**src/rtl/ibuffer_issue_arbiter_if.sv**
```systemverilog
// Issue-port bundle between the per-slot instruction buffers, the arbiter and dispatch.
// Request side is per-slot valid/ready; the out side is a single registered valid/ready beat.
interface ibuffer_issue_arbiter_if #(
    parameter int NUM_REQS = 4,
    parameter int DATAW    = 64
);
    localparam int SELW = (NUM_REQS > 1) ? $clog2(NUM_REQS) : 1;

    logic [NUM_REQS-1:0]       req_valid;
    logic [NUM_REQS*DATAW-1:0] req_data;
    logic [NUM_REQS-1:0]       req_last;
    logic [NUM_REQS-1:0]       req_ready;
    logic                      out_valid;
    logic [DATAW-1:0]          out_data;
    logic [SELW-1:0]           out_sel;
    logic                      out_last;
    logic                      out_ready;
    logic                      locked;
    logic                      group_err;

    modport master (
        output req_valid, req_data, req_last, out_ready,
        input  req_ready, out_valid, out_data, out_sel, out_last, locked, group_err
    );

    modport slave (
        input  req_valid, req_data, req_last, out_ready,
        output req_ready, out_valid, out_data, out_sel, out_last, locked, group_err
    );
endinterface

```
**src/rtl/ibuffer_issue_arbiter.sv**
```systemverilog
// Round-robin issue arbiter that locks onto a requester for a whole micro-op group.
// Latency 1 (registered out stage, full rate); backpressure: all req_ready drop while out is held.
module ibuffer_issue_arbiter #(
    parameter int NUM_REQS  = 4,
    parameter int DATAW     = 64,
    parameter int MAX_GROUP = 4
) (
    input  logic                   clk,
    input  logic                   reset,
    ibuffer_issue_arbiter_if.slave bus
);
    localparam int SELW = (NUM_REQS > 1) ? $clog2(NUM_REQS) : 1;
    localparam int CNTW = $clog2(MAX_GROUP + 1);
    localparam logic [CNTW-1:0] LAST_CNT = CNTW'(MAX_GROUP - 1);
    localparam logic [SELW-1:0] TOP_SEL  = SELW'(NUM_REQS - 1);

    typedef enum logic {ARB, LOCKED} state_t;

    state_t            state;
    logic [SELW-1:0]   rr_ptr;
    logic [SELW-1:0]   lock_id;
    logic [CNTW-1:0]   beat_cnt;
    logic [SELW-1:0]   grant;
    logic [SELW-1:0]   next_ptr;
    logic              grant_vld;
    logic              grant_last;
    logic [DATAW-1:0]  grant_data;
    logic              load;
    logic              xfer;
    logic              force_rel;
    int                idx;

    // Grant depends only on req_valid and state, never on the output stage.
    always_comb begin
        grant     = rr_ptr;
        grant_vld = 1'b0;
        idx       = 0;
        if (state == LOCKED) begin
            grant     = lock_id;
            grant_vld = bus.req_valid[lock_id];
        end else begin
            for (int k = NUM_REQS - 1; k >= 0; k--) begin
                idx = int'(rr_ptr) + k;
                if (idx >= NUM_REQS) idx = idx - NUM_REQS;
                if (bus.req_valid[idx]) begin
                    grant     = SELW'(idx);
                    grant_vld = 1'b1;
                end
            end
        end
    end

    assign load       = !bus.out_valid || bus.out_ready;
    assign xfer       = grant_vld && load;
    assign grant_last = bus.req_last[grant];
    assign grant_data = bus.req_data[grant*DATAW +: DATAW];
    assign next_ptr   = (grant == TOP_SEL) ? '0 : grant + SELW'(1);
    // A group that reaches MAX_GROUP beats without a last flag is cut off here.
    assign force_rel  = (state == LOCKED) && !grant_last && (beat_cnt >= LAST_CNT);

    always_comb begin
        bus.req_ready = '0;
        if (xfer) bus.req_ready[grant] = 1'b1;
    end

    assign bus.locked = (state == LOCKED);

    always_ff @(posedge clk or negedge reset) begin
        if (!reset) begin
            state         <= ARB;
            rr_ptr        <= '0;
            lock_id       <= '0;
            beat_cnt      <= '0;
            bus.group_err <= 1'b0;
            bus.out_valid <= 1'b0;
            bus.out_data  <= '0;
            bus.out_sel   <= '0;
            bus.out_last  <= 1'b0;
        end else begin
            if (load) begin
                bus.out_valid <= xfer;
                if (xfer) begin
                    bus.out_data <= grant_data;
                    bus.out_sel  <= grant;
                    bus.out_last <= grant_last || force_rel;
                end
            end
            if (xfer) begin
                if (state == ARB) begin
                    if (grant_last) begin
                        rr_ptr <= next_ptr;
                    end else begin
                        lock_id  <= grant;
                        beat_cnt <= CNTW'(1);
                        state    <= LOCKED;
                    end
                end else if (grant_last || force_rel) begin
                    state    <= ARB;
                    rr_ptr   <= next_ptr;
                    beat_cnt <= '0;
                    if (force_rel) bus.group_err <= 1'b1;
                end else begin
                    beat_cnt <= beat_cnt + CNTW'(1);
                end
            end
        end
    end
endmodule

```
**src/flat_wrapper.sv**
```systemverilog
// flat-port wrapper written by rule: the top's interface ports become plain ports
module ibuffer_issue_arbiter_flat 
#(
    parameter int NUM_REQS  = 4,
    parameter int DATAW     = 64,
    parameter int MAX_GROUP = 4
)
  (clk, reset, bus_req_valid, bus_req_data, bus_req_last, bus_out_ready, bus_req_ready, bus_out_valid, bus_out_data, bus_out_sel, bus_out_last, bus_locked, bus_group_err);
  ibuffer_issue_arbiter_if #(.NUM_REQS(NUM_REQS), .DATAW(DATAW)) bus_i ();
  input  logic clk;
  input  logic reset;
  input wire logic [$bits(bus_i.req_valid)-1:0] bus_req_valid;
  input wire logic [$bits(bus_i.req_data)-1:0] bus_req_data;
  input wire logic [$bits(bus_i.req_last)-1:0] bus_req_last;
  input wire logic [$bits(bus_i.out_ready)-1:0] bus_out_ready;
  output wire logic [$bits(bus_i.req_ready)-1:0] bus_req_ready;
  output wire logic [$bits(bus_i.out_valid)-1:0] bus_out_valid;
  output wire logic [$bits(bus_i.out_data)-1:0] bus_out_data;
  output wire logic [$bits(bus_i.out_sel)-1:0] bus_out_sel;
  output wire logic [$bits(bus_i.out_last)-1:0] bus_out_last;
  output wire logic [$bits(bus_i.locked)-1:0] bus_locked;
  output wire logic [$bits(bus_i.group_err)-1:0] bus_group_err;
  assign bus_i.req_valid = bus_req_valid;
  assign bus_i.req_data = bus_req_data;
  assign bus_i.req_last = bus_req_last;
  assign bus_i.out_ready = bus_out_ready;
  assign bus_req_ready = bus_i.req_ready;
  assign bus_out_valid = bus_i.out_valid;
  assign bus_out_data = bus_i.out_data;
  assign bus_out_sel = bus_i.out_sel;
  assign bus_out_last = bus_i.out_last;
  assign bus_locked = bus_i.locked;
  assign bus_group_err = bus_i.group_err;
  ibuffer_issue_arbiter #(.NUM_REQS(NUM_REQS), .DATAW(DATAW), .MAX_GROUP(MAX_GROUP)) u_core (.clk(clk), .reset(reset), .bus(bus_i));
endmodule
```
**config.mk**
```make
export PLATFORM = sky130hd
export DESIGN_NAME = ibuffer_issue_arbiter_flat
export DESIGN_NICKNAME = d
export VERILOG_FILES = /design/src/rtl/ibuffer_issue_arbiter_if.sv /design/src/rtl/ibuffer_issue_arbiter.sv /design/src/flat_wrapper.sv
export SDC_FILE = /design/constraint.sdc
export NUM_CORES = 1
export LEC_CHECK = 0
export CORE_AREA = 4 4 132 134
export DETAILED_ROUTE_END_ITERATION = 6
export DIE_AREA = 0 0 136 138
export HOLD_SLACK_MARGIN = 0.08
export PLACE_DENSITY = 0.8
export SLEW_MARGIN = 20
export SYNTH_ARGS = -nofsm -noshare
export SYNTH_HDL_FRONTEND = slang
export SYNTH_SLANG_ARGS = --single-unit
```
**constraint.sdc**
```tcl
create_clock -name clk -period 9.4 [get_ports clk]
set_input_delay 2.35 -clock clk [delete_from_list [all_inputs] [get_ports clk]]
set_output_delay 2.35 -clock clk [all_outputs]
set_load 0.03 [all_outputs]
```
Yosys cells after proc, flatten, opt, wreduce, memory -nomap -nowiden
Index checks and enable logic that the tools add are counted.

Bits in registers: 77. Latch bits: 0. RAM bits: 0. Bits in read-only memories: 0. Input bits: 267. Logic and storage cells: 97. Memories: 0.

$add $sub $neg: 9. $mul: 0. Divide/modulo/power cells: 0. $lt $le $gt $ge: 12. Equality and inequality tests: 3. Shifts and indexed selects: 1. Muxes and demuxes: 47. Bitwise operators: 2. Reductions and logical operators: 14.

Operator list (number): 2-to-1 mux 32 bit (8); variable part select 256 x 9 -> 64 bit (1); < comparator 32 x 4 -> 1 bit (second input constant) (4); greater-or-equal comparator 32 x 4 -> 1 bit (second input constant) (3); subtractor 32 x 4 -> 32 bit (second input constant) (3); 2-to-1 mux 1 bit (19); 2-to-1 mux 2 bit (9); binary-select mux 1 bit (select 2 bit) (6); 2-to-1 mux 3 bit (3); adder 2 x 2 -> 3 bit (second input constant) (2); < comparator 2 x 3 -> 1 bit (second input constant) (2); AND reduction 3 bit (2); logical AND 1 bit (4); 2-to-1 mux 4 bit (1); AND reduction 2 bit (2); AND reduction 4 bit (1); subtractor 2 x 3 -> 4 bit (second input constant) (1); adder 2 x 1 -> 3 bit (second input constant) (1); adder 3 x 1 -> 3 bit (second input constant) (1); greater-or-equal comparator 2 x 3 -> 1 bit (second input constant) (1); greater-or-equal comparator 3 x 2 -> 1 bit (second input constant) (1); adder 2 x 1 -> 2 bit (second input constant) (1); demux 1 bit (select 2 bit) (1); equality test 2 bit (second input constant) (1); 7 further kinds (10).

Logic depth before layout (Yosys ltp)
Gate-level depths: netlist (run 1).

Depth in word-level cells: 20. Gate-level depth with buffers: 9. Depth with buffers taken out: 7.

Worst setup path before layout (run 1)
Ideal clock, no wire load.

Path type: input-to-output. Start point: input port bus_req_valid[2]. End point: output port bus_req_ready[2]. Arrival time: 3.955 ns. Data required time: 7.050 ns. Setup slack: 3.095 ns. Stages on the path: 8. Buffers on the path: 2. Cells stage by stage: mux2_1 > a32o_1 > o31ai_4 > inv_2 > buf_6 > buf_6 > ha_1 > and3_1.

Longest elaborated chain between the ends: 13. Elaborated cells on any way between the ends: 31. Those cells by class: order compare (2); mux (27); reduce/logical (2).

RTL lines: start, declared (RTL line flat_wrapper.sv:12) `input wire logic [$bits(bus_i.req_valid)-1:0] bus_req_valid;`; binary-select mux 1 bit (select 2 bit) (RTL line ibuffer_issue_arbiter.sv:45) `if (bus.req_valid[idx]) begin`; 2-to-1 mux 1 bit (not written as such) (2 in a row) (RTL line ibuffer_issue_arbiter.sv:45); 2-to-1 mux 2 bit (3 in a row) (RTL line ibuffer_issue_arbiter.sv:45); 2-to-1 mux 2 bit * (RTL line ibuffer_issue_arbiter.sv:45); 2-to-1 mux 2 bit * (RTL line ibuffer_issue_arbiter.sv:38) `if (state == LOCKED) begin`; via u_core.grant[0] (RTL line ibuffer_issue_arbiter.sv:23) `logic [SELW-1:0] grant;`; < comparator 2 x 3 -> 1 bit (not written as such) or greater-or-equal comparator 2 x 1 -> 1 bit (tied branches) (RTL line ibuffer_issue_arbiter.sv:63) `if (xfer) bus.req_ready[grant] = 1'b1;`; logical AND 1 bit (not written as such) (RTL line ibuffer_issue_arbiter.sv:63); 2-to-1 mux 1 bit (not written as such) (RTL line ibuffer_issue_arbiter.sv:63); demux 1 bit (select 2 bit) *; 2-to-1 mux 4 bit * (RTL line ibuffer_issue_arbiter.sv:63); end, declared (RTL line flat_wrapper.sv:16) `output wire logic [$bits(bus_i.req_ready)-1:0] bus_req_ready;`.

Mark *: on every way through the listed nets, which the timed path passes. The rest lies on a longest branch. The select of a mux whose other input is x is not followed.

Worst setup path after layout (run 1)
Start point: input port bus_req_valid[2]. End point: output port bus_req_ready[0].

Same word-level chain as after synthesis.

==> flow_summary.toml, run 1 <==
[logic_synthesis]
post-synth-top-area-cell = "dfrtp_1"
synthTopCellsByArea = "dfrtp_1, mux4_2, mux2_2, ha_1, buf_6"
synthAdderAreaFrac = 0.0157
syn-num-nets = 583
synth-xor-area-share = 0
synth_top_family_by_area = "multiplexers"
yosysWarnings = 0
synth_mux_area_frac = 0.474
synth-simple-area-share = 0.0323
syn-cell-area_sq_um = 4770
synth_cell_types = 30
avgSynthCellArea_sq_um = 15.4
yosysSeqAreaShare = 0.404
synth_compound_area_frac = 0.0383
yosysTopAreaCellShare = 0.404
synthCells = 310
ys_ff_latch = 77

[job]
maxCapViolCount = 0

[placement]
place_congestion = 0.862
port_buffers = 340
dp.cells = 848
placed_cell_area_sq_um = 8340
hpwl_um = 15100

[timing]
slew_headroom = 0.380
period_needed_ns = 7.53
finClkSkew_ns = 0.00642
slew_viol_final = 0
worst_pin_slew_ns = 0.930
timing.final.crit_share = 0.801
finalSetupViolCount = 0
whs_ns = 0.481
hold_viol_final = 0
max_freq_mhz = 133
tns_ns = 0
rsz0062_at_grt = "false"

[power]
power.switching_mw = 1.13
p_leak_nw = 3.31
switching_share = 0.401
internal-power_mw = 1.68
p_per_area_nw_per_um2 = 326
seqPwrFrac = 0.220
peakVddDrop_mv = 0.261
pwr-share-clk = 0.119
pwr-share-comb = 0.661
finalPower_mw = 2.81

[setup_path]
crit_path_end_kind = "output pin"
critical_path_class = "input port to output pin"
path_cells = "clkdlybuf4s50_1 > mux2_1 > a32o_1 > o31ai_4 > inv_4 > ha_1 > and3_1 > clkdlybuf4s50_1"
critPathMaxFanout = 30
slowest_stage = "clkdlybuf4s50_1"
worstPathArrival_ns = 5.18
path_buf_inv = 3
cp_top_family = "buffers and inverters"
crit_top_cell = "clkdlybuf4s50_1"
cp_data_required_time_ns = 7.05
slowest_delay_ns = 0.62
worst_setup_path_start_kind = "input port"

[drt]
vias = 4274
wl_per_cell_um = 21.3
viasPerCell = 4.95
postRouteAntennaNets = 0
wl_um = 18400
dr.first_iter.drc_count = 157
first_pass_iters = 4
drc_errors = 0

[worst_hold_path]
hp-class = "register to register"

[cts]
path_clk_slew_ns = 0.06
max-clock-path-buffers = 2
holdBufCountCts = 0
clk_latency_ns = 0.33
cts-buffers-inserted = 9
cts_setup_buffers = 0
cts_sinks = 77
h-tree-depth = 3
cts_root_buffer = "clkbuf_16"
tritoncts = "built"
ctsResizeCount = 0

[global_route]
track_usage = 0.190
antenna_found_initial = 2
grt_overflow = 0
grt_first_pass_wirelength_um = 27500
grt_pass1_vias = 4819
grt_max_degree = 78

[finish]
layout-drive-gt1-share = 0.238
layout.nets = 912
final_common_cell = "clkdlybuf4s50_1"
layout_common_cells = "clkdlybuf4s50_1, dfrtp_1, mux2_2"
design_area_sq_um = 8630
stdcell_count = 863
area_growth_pct = 81.0
n_fill_cell = 1374

[floorplan]
chipHeight_um = 138
die_w_um = 136
ios = 341
std_cell_rows = 47
die_area_sq_um = 18800
start_util = 0.293
core_area_sq_um = 16300

[status]
outcome = "finished, final reports clean"
-- path summary, 6_finish.rpt --
path	start	to	slack, ns	cells past startpoint
min in group asynchronous	reset	u_core.bus.out_data[34]	2.04	1
worst min register to register	u_core.bus.out_sel[1]	u_core.bus.out_sel[1]	0.48	2
max in group asynchronous	reset	u_core.bus.out_data[7]	6.86	1
worst max register to register	u_core.rr_ptr[0]	u_core.beat_cnt[1]	6.09	8
worst min-delay path	u_core.bus.out_sel[1]	u_core.bus.out_sel[1]	0.48	2
worst max-delay path	bus_req_valid[2]	bus_req_ready[0]	1.87	8
-- metrics by stage --
| stage | worst slack [ns] | utilization |
|---|---|---|
| 2_1_floorplan | 3.09 | - |
| 3_3_place_gp | 1.94 | 0.512 |
| 3_5_place_dp | 1.86 | 0.512 |
| 4_1_cts | 1.86 | 0.530 |
| 5_1_grt | 1.74 | 0.530 |
| 6_report | 1.87 | 0.530 |
-- flip-flops by register name (all words and copies together), names as in the netlist --
| name | cells |
|---|---|
| u_core.bus.locked | 1 |
| u_core.lock_id | 2 |
| u_core.rr_ptr | 2 |
| u_core.bus.out_last | 1 |
| u_core.bus.out_sel | 2 |
| u_core.bus.out_valid | 1 |
| u_core.beat_cnt | 3 |
| u_core.bus.group_err | 1 |
| u_core.bus.out_data | 64 |
-- final cells by class --
type | count | area (sq um) | share of cell area
Antenna cell | 1 | 2.50 | 0.000290
Tap cell | 220 | 275 | 0.0319
Inverter | 10 | 40.0 | 0.00464
Multi-Input combinational cell | 199 | 2690 | 0.311
Clock inverter | 2 | 35.0 | 0.00406
Timing Repair Buffer | 342 | 3420 | 0.396
Clock buffer | 12 | 246 | 0.0286
Sequential cell | 77 | 1930 | 0.223
-- synthesized netlist by cell type --
| library cell | instances |
|---|---|
| inv_2 | 1 |
| mux2_2 | 68 |
| buf_6 | 5 |
| a21o_1 | 1 |
| o21ai_0 | 5 |
| nand2_1 | 12 |
| mux4_2 | 65 |
| nor2_1 | 7 |
| a211o_1 | 1 |
| nand2b_1 | 1 |
| dfrtp_1 | 77 |
| o31ai_4 | 1 |
| o21a_1 | 1 |
| and2_1 | 1 |
| ha_1 | 6 |
| nand3_1 | 4 |
| a21oi_1 | 6 |
| clkbuf_1 | 14 |
| a32o_1 | 4 |
| nor3_1 | 3 |
| mux2_1 | 1 |
| o2bb2ai_1 | 2 |
| buf_2 | 4 |
| or4b_2 | 1 |
| inv_1 | 9 |
| mux2i_1 | 2 |
| buf_1 | 1 |
| a211oi_1 | 2 |
| and3_1 | 4 |
| a41o_1 | 1 |
-- tightest hold or removal path, cell delays in order (launching register included) --
cell and delay, ns:
dfrtp_1 0.34, nand2_1 0.05, nand2_1 0.06
-- power groups by stage --
stage,registers [mW],logic [mW],clock network (mW)
6_report,0.619,1.86,0.335
5_1_grt,0.641,1.98,0.361
4_1_cts,0.620,1.89,0.346
3_5_place_dp,0.625,1.89,0
3_3_place_gp,0.611,1.84,0
2_1_floorplan,0.910,0.960,0
-- logic make-up after synthesis --
group	count (synthesis)
compound gates	24
fa+ha+maj	6
buf+inv	34
flops	77
mux	136
simple gates	33
-- routing by layer --
metal / vias to the layer above / part of all wire / global-route usage
met2: 189 / 0.54 / 0.343
li1: 1892 / - / -
met5: - / 0.00071 / 0
met1: 2160 / 0.35 / 0.208
met4: 2 / 0.030 / 0.0833
met3: 31 / 0.079 / 0.0483
Note: power is estimated with default switching activity, not from simulation.
==> run 2, diff against run 1 <==
--- a/config.mk
+++ b/config.mk
@@ -5,11 +5,11 @@
 export SDC_FILE = /design/constraint.sdc
 export NUM_CORES = 1
 export LEC_CHECK = 0
-export CORE_AREA = 4 4 132 134
+export CORE_AREA = 4 4 129 131
 export DETAILED_ROUTE_END_ITERATION = 6
-export DIE_AREA = 0 0 136 138
+export DIE_AREA = 0 0 133 135
 export HOLD_SLACK_MARGIN = 0.08
-export PLACE_DENSITY = 0.8
+export PLACE_DENSITY = 0.83
 export SLEW_MARGIN = 20
 export SYNTH_ARGS = -nofsm -noshare
 export SYNTH_HDL_FRONTEND = slang
==> constraint.sdc (replaced) <==
create_clock -name clk -period 7.7 [get_ports clk]
set_input_delay 1.925 -clock clk [delete_from_list [all_inputs] [get_ports clk]]
set_output_delay 1.925 -clock clk [all_outputs]
set_load 0.03 [all_outputs]
==> flow_summary.toml, run 2 (synthesis results as in run 1) <==
[floorplan]
ios = 341
core_area_sq_um = 15600
start_util = 0.306
die_w_um = 133
die_area_sq_um = 18000
std_cell_rows = 46
chipHeight_um = 135

[finish]
top_regs = "u_core.bus.out_data x64, u_core.beat_cnt x3"
final_common_cell = "clkdlybuf4s50_1"
largest_register = "u_core.bus.out_data"
diodes = 0
area_growth_pct = 82.2
layout_common_cells = "clkdlybuf4s50_1, dfrtp_1, mux2_2"
layout.nets = 912
largest_reg_flops = 64
layout-drive-gt1-share = 0.243
final_core_utilization = 0.557

[cts]
h-tree-depth = 3
cts_setup_buffers = 0
path_clk_slew_ns = 0.06
holdBufCountCts = 0
cts-buffers-inserted = 9
cts_root_buffer = "clkbuf_16"
clk_latency_ns = 0.34
ctsResizeCount = 0
cts_sinks = 77
max-clock-path-buffers = 2
tritoncts = "built"

[placement]
hpwl_um = 14400
port_buffers = 340
place_congestion = 0.889

[timing]
hold_viol_final = 0
slew_viol_final = 0
tns_ns = 0
timing.final.crit_share = 0.874
period_needed_ns = 6.73
slew_headroom = 0.353
rsz0062_at_grt = "false"
max_freq_mhz = 149
finClkSkew_ns = 0.00865
worst_pin_slew_ns = 0.970
finalSetupViolCount = 0

[drt]
vias = 4220
first_pass_iters = 4
wl_um = 18100
viasPerCell = 4.91
drc_errors = 0
wl_per_cell_um = 21.1
postRouteAntennaNets = 0
dr.first_iter.drc_count = 164

[worst_hold_path]
hp-class = "register to register"
whs_path_depth = 2
worstHoldStart = "u_core.bus.out_sel[0]"
min_delay_worst_endpoint = "u_core.bus.out_sel[0]"

[global_route]
track_usage = 0.196
grt_pass1_vias = 4745
antenna_found_initial = 0
grt_max_degree = 78
grt_overflow = 0
grt_first_pass_wirelength_um = 27100

[power]
switching_share = 0.396
seqPwrFrac = 0.213
power.switching_mw = 1.40
internal-power_mw = 2.14
pwr-share-comb = 0.647
peakVddDrop_mv = 0.496
pwr-share-clk = 0.140
p_leak_nw = 3.34
p_per_area_nw_per_um2 = 407

[setup_path]
critPathMaxFanout = 35
rr_worst_depth = 8
r2r_slack_ns = 4.42
worst_setup_path_start_kind = "input port"
cp_data_required_time_ns = 5.78
reg2reg_from = "u_core.rr_ptr[0]"
critical_path_class = "input port to output pin"
crit_path_end_kind = "output pin"
r2r_end = "u_core.beat_cnt[2]"
worstPathArrival_ns = 4.81

[status]
outcome = "finished, final reports clean"

[job]
maxCapViolCount = 0
-- run 2: changes by cell type in the layout (fill, tap and decap cells not counted), sizes merged --
cell,before,now
bufinv,1,3
clkbuf,12,11
diode,1,0
-- run 2: worst max path at each step --
stage	startpoint	endpoint	slack [ns]	cells after the start
finish	bus_req_valid[2]	bus_req_ready[0]	0.97	8
global route	bus_req_valid[2]	bus_req_ready[0]	0.76	8
CTS	bus_req_valid[2]	bus_req_ready[0]	0.95	8
detailed placement	bus_req_valid[2]	bus_req_ready[0]	0.96	8
global placement	bus_req_valid[2]	bus_req_ready[2]	1.09	8
floorplan	bus_req_valid[2]	bus_req_ready[2]	2.24	8
-- run 2: layout make-up --
cell class / instances / area [sq um]
fillers: 1302 / 6910
clock inverters: 4 / 95.1
flip-flops and latches: 77 / 1930
repair buffers: 342 / 3420
inverters: 10 / 40.0
multi-input cells: 199 / 2690
clock buffers: 11 / 253
well taps: 216 / 270
-- run 2: routing by layer --
metal	share of wire	track usage	wire, um
met2	0.54	0.355	9820
met5	0	0	0
met3	0.074	0.0544	1340
met1	0.36	0.218	6460
met4	0.028	0.0779	507
-- run 2: critical path, cell delays in order --
cell and delay, ns:
clkdlybuf4s50_1 0.52, mux2_1 0.36, a32o_1 0.25, o31ai_4 0.38, inv_4 0.33, ha_1 0.29, and3_1 0.15, clkdlybuf4s50_1 0.59
-- run 2: power groups by stage --
| stage | Sequential [mW] | Clock [mW] | Combinational [mW] |
|---|---|---|---|
| floorplan | 1.11 | 0 | 1.17 |
| global placement | 0.745 | 0 | 2.26 |
| detailed placement | 0.759 | 0 | 2.32 |
| CTS | 0.752 | 0.512 | 2.33 |
| global route | 0.777 | 0.527 | 2.43 |
| finish | 0.753 | 0.497 | 2.29 |
-- run 2: stage by stage --
| step | cells | instance area (sq um) | hold WS, ns | setup WS [ns] | power, mW |
|---|---|---|---|---|---|
| floorplan | 310 | 4770 | 0.483 | 2.24 | 2.28 |
| global placement | 844 | 8340 | 0.461 | 1.09 | 3.00 |
| detailed placement | 844 | 8340 | 0.474 | 0.958 | 3.08 |
| CTS | 859 | 8690 | 0.488 | 0.950 | 3.59 |
| global route | 859 | 8690 | 0.508 | 0.762 | 3.74 |
| finish | 859 | 8690 | 0.487 | 0.968 | 3.54 |
==> run 3, diff against run 2 <==
--- a/config.mk
+++ b/config.mk
@@ -5,12 +5,12 @@
 export SDC_FILE = /design/constraint.sdc
 export NUM_CORES = 1
 export LEC_CHECK = 0
-export CORE_AREA = 4 4 129 131
+export CORE_AREA = 4 4 131 133
 export DETAILED_ROUTE_END_ITERATION = 6
-export DIE_AREA = 0 0 133 135
+export DIE_AREA = 0 0 135 137
 export HOLD_SLACK_MARGIN = 0.08
-export PLACE_DENSITY = 0.83
-export SLEW_MARGIN = 20
+export PLACE_DENSITY = 0.84
+export SLEW_MARGIN = 30
 export SYNTH_ARGS = -nofsm -noshare
 export SYNTH_HDL_FRONTEND = slang
 export SYNTH_SLANG_ARGS = --single-unit
==> constraint.sdc (replaced) <==
create_clock -name clk -period 6.17 [get_ports clk]
set_input_delay 1.5425 -clock clk [delete_from_list [all_inputs] [get_ports clk]]
set_output_delay 1.5425 -clock clk [all_outputs]
set_load 0.03 [all_outputs]
==> flow_summary.toml, run 3 (synthesis results as in run 1) <==
[cts]
cts_root_buffer = "clkbuf_16"
cts_setup_buffers = 0
cts-buffers-inserted = 9
holdBufCountCts = 0
path_clk_slew_ns = 0.05
cts_sinks = 77
ctsResizeCount = 0
tritoncts = "built"
h-tree-depth = 3
max-clock-path-buffers = 2
clk_latency_ns = 0.33

[timing]
timing.final.crit_share = 0.920
hold_viol_final = 0
max_freq_mhz = 176
tns_ns = 0
slew_headroom = 0.373
whs_ns = 0.475
finalSetupViolCount = 0
worst_pin_slew_ns = 0.941
period_needed_ns = 5.68
rsz0062_at_grt = "false"
finalWorstSetupSlack_ns = 0.493
finClkSkew_ns = 0.00778
slew_viol_final = 0

[drt]
wl_met1_um = 6450
first_pass_iters = 4
dr.max_layer_used = "met4"
viasPerCell = 5.02
route.met3.wl_um = 1440
postRouteAntennaNets = 0
drc_errors = 0
dr.first_iter.drc_count = 163
wl_per_cell_um = 20.8
met2WireLength_um = 9530
vias = 4325
wl_um = 17900

[power]
peakVddDrop_mv = 0.396
p_leak_nw = 3.34
pwr-share-clk = 0.134
power.switching_mw = 1.73
internal-power_mw = 2.64
p_per_area_nw_per_um2 = 503
finalPower_mw = 4.37
seqPwrFrac = 0.214
pwr-share-comb = 0.653
switching_share = 0.396

[setup_path]
slowest_stage = "clkdlybuf4s50_1"
crit_top_cell = "clkdlybuf4s50_1"
crit_path_end_kind = "output pin"
cp_top_family = "buffers and inverters"
worstPathArrival_ns = 4.13
critPathMaxFanout = 7
path_cells = "clkdlybuf4s50_1 > mux2_1 > a32o_1 > o31ai_4 > ha_1 > and3_1 > clkdlybuf4s50_1"
path_buf_inv = 2
cp_data_required_time_ns = 4.63
worst_setup_path_start_kind = "input port"
r2r_slack_ns = 3.14
critical_path_class = "input port to output pin"
slowest_delay_ns = 0.68

[finish]
n_fill_cell = 1310
largest_register = "u_core.bus.out_data"
largest_reg_flops = 64
layout.nets = 914
final_common_cell = "clkdlybuf4s50_1"
top_regs = "u_core.bus.out_data x64, u_core.beat_cnt x3"
area_growth_pct = 82.2
layout_common_cells = "clkdlybuf4s50_1, dfrtp_1, mux2_2"
diodes = 0
layout-drive-gt1-share = 0.245

[worst_hold_path]
hp-class = "register to register"

[global_route]
track_usage = 0.184
antenna_found_initial = 0
grt_overflow = 0
grt_first_pass_wirelength_um = 26200
grt_pass1_vias = 4807
grt_max_degree = 78

[placement]
place_ws_ns = 0.528
hpwl_um = 14600
place_congestion = 0.893
port_buffers = 340

[floorplan]
start_util = 0.301
core_area_sq_um = 15800
std_cell_rows = 46
die_w_um = 135
die_area_sq_um = 18500
ios = 341
chipHeight_um = 137

[status]
outcome = "finished, final reports clean"

[job]
maxCapViolCount = 0
[run 3: power groups by stage]
stage                     Clock [mW]  Combinational, mW  Sequential, mW
after floorplan                    0               1.46            1.39
after global placement             0               2.81           0.928
after detailed placement           0               2.89           0.944
after CTS                      0.604               2.90           0.935
after global routing           0.622               3.02           0.970
final                          0.584               2.85           0.936
[run 3: final cells by class]
class	instances	area (sq um)	area share
Tap cell	216	270	0.0311
Sequential cell	77	1930	0.222
Multi-Input combinational cell	199	2690	0.309
Clock inverter	3	67.6	0.00777
Inverter	10	40.0	0.00461
Timing Repair Buffer	344	3430	0.395
Clock buffer	12	267	0.0307
[run 3: path summary, 6_finish.rpt]
| check | startpoint | end | cells past startpoint |
|---|---|---|---|
| worst min-delay path | u_core.bus.group_err | u_core.bus.group_err | 1 |
| max in group asynchronous | reset | u_core.bus.out_data[13] | 1 |
| worst max-delay path | bus_req_valid[0] | bus_req_ready[3] | 7 |
| min in group asynchronous | reset | u_core.bus.out_data[42] | 1 |
| worst min register to register | u_core.bus.group_err | u_core.bus.group_err | 1 |
| worst max register to register | u_core.rr_ptr[1] | u_core.beat_cnt[2] | 7 |
[run 3: through the flow]
step | area (sq um) | std cells | utilization
2_1_floorplan | 4770 | 310 | -
3_3_place_gp | 8350 | 846 | 0.528
3_5_place_dp | 8350 | 846 | 0.528
4_1_cts | 8690 | 861 | 0.549
5_1_grt | 8690 | 861 | 0.549
6_report | 8690 | 861 | 0.549
[run 3: per-layer routing]
layer  vias up  track usage
met5         -            0
li1       1896            -
met4         0       0.0610
met1      2149        0.203
met3        44       0.0500
met2       236        0.343
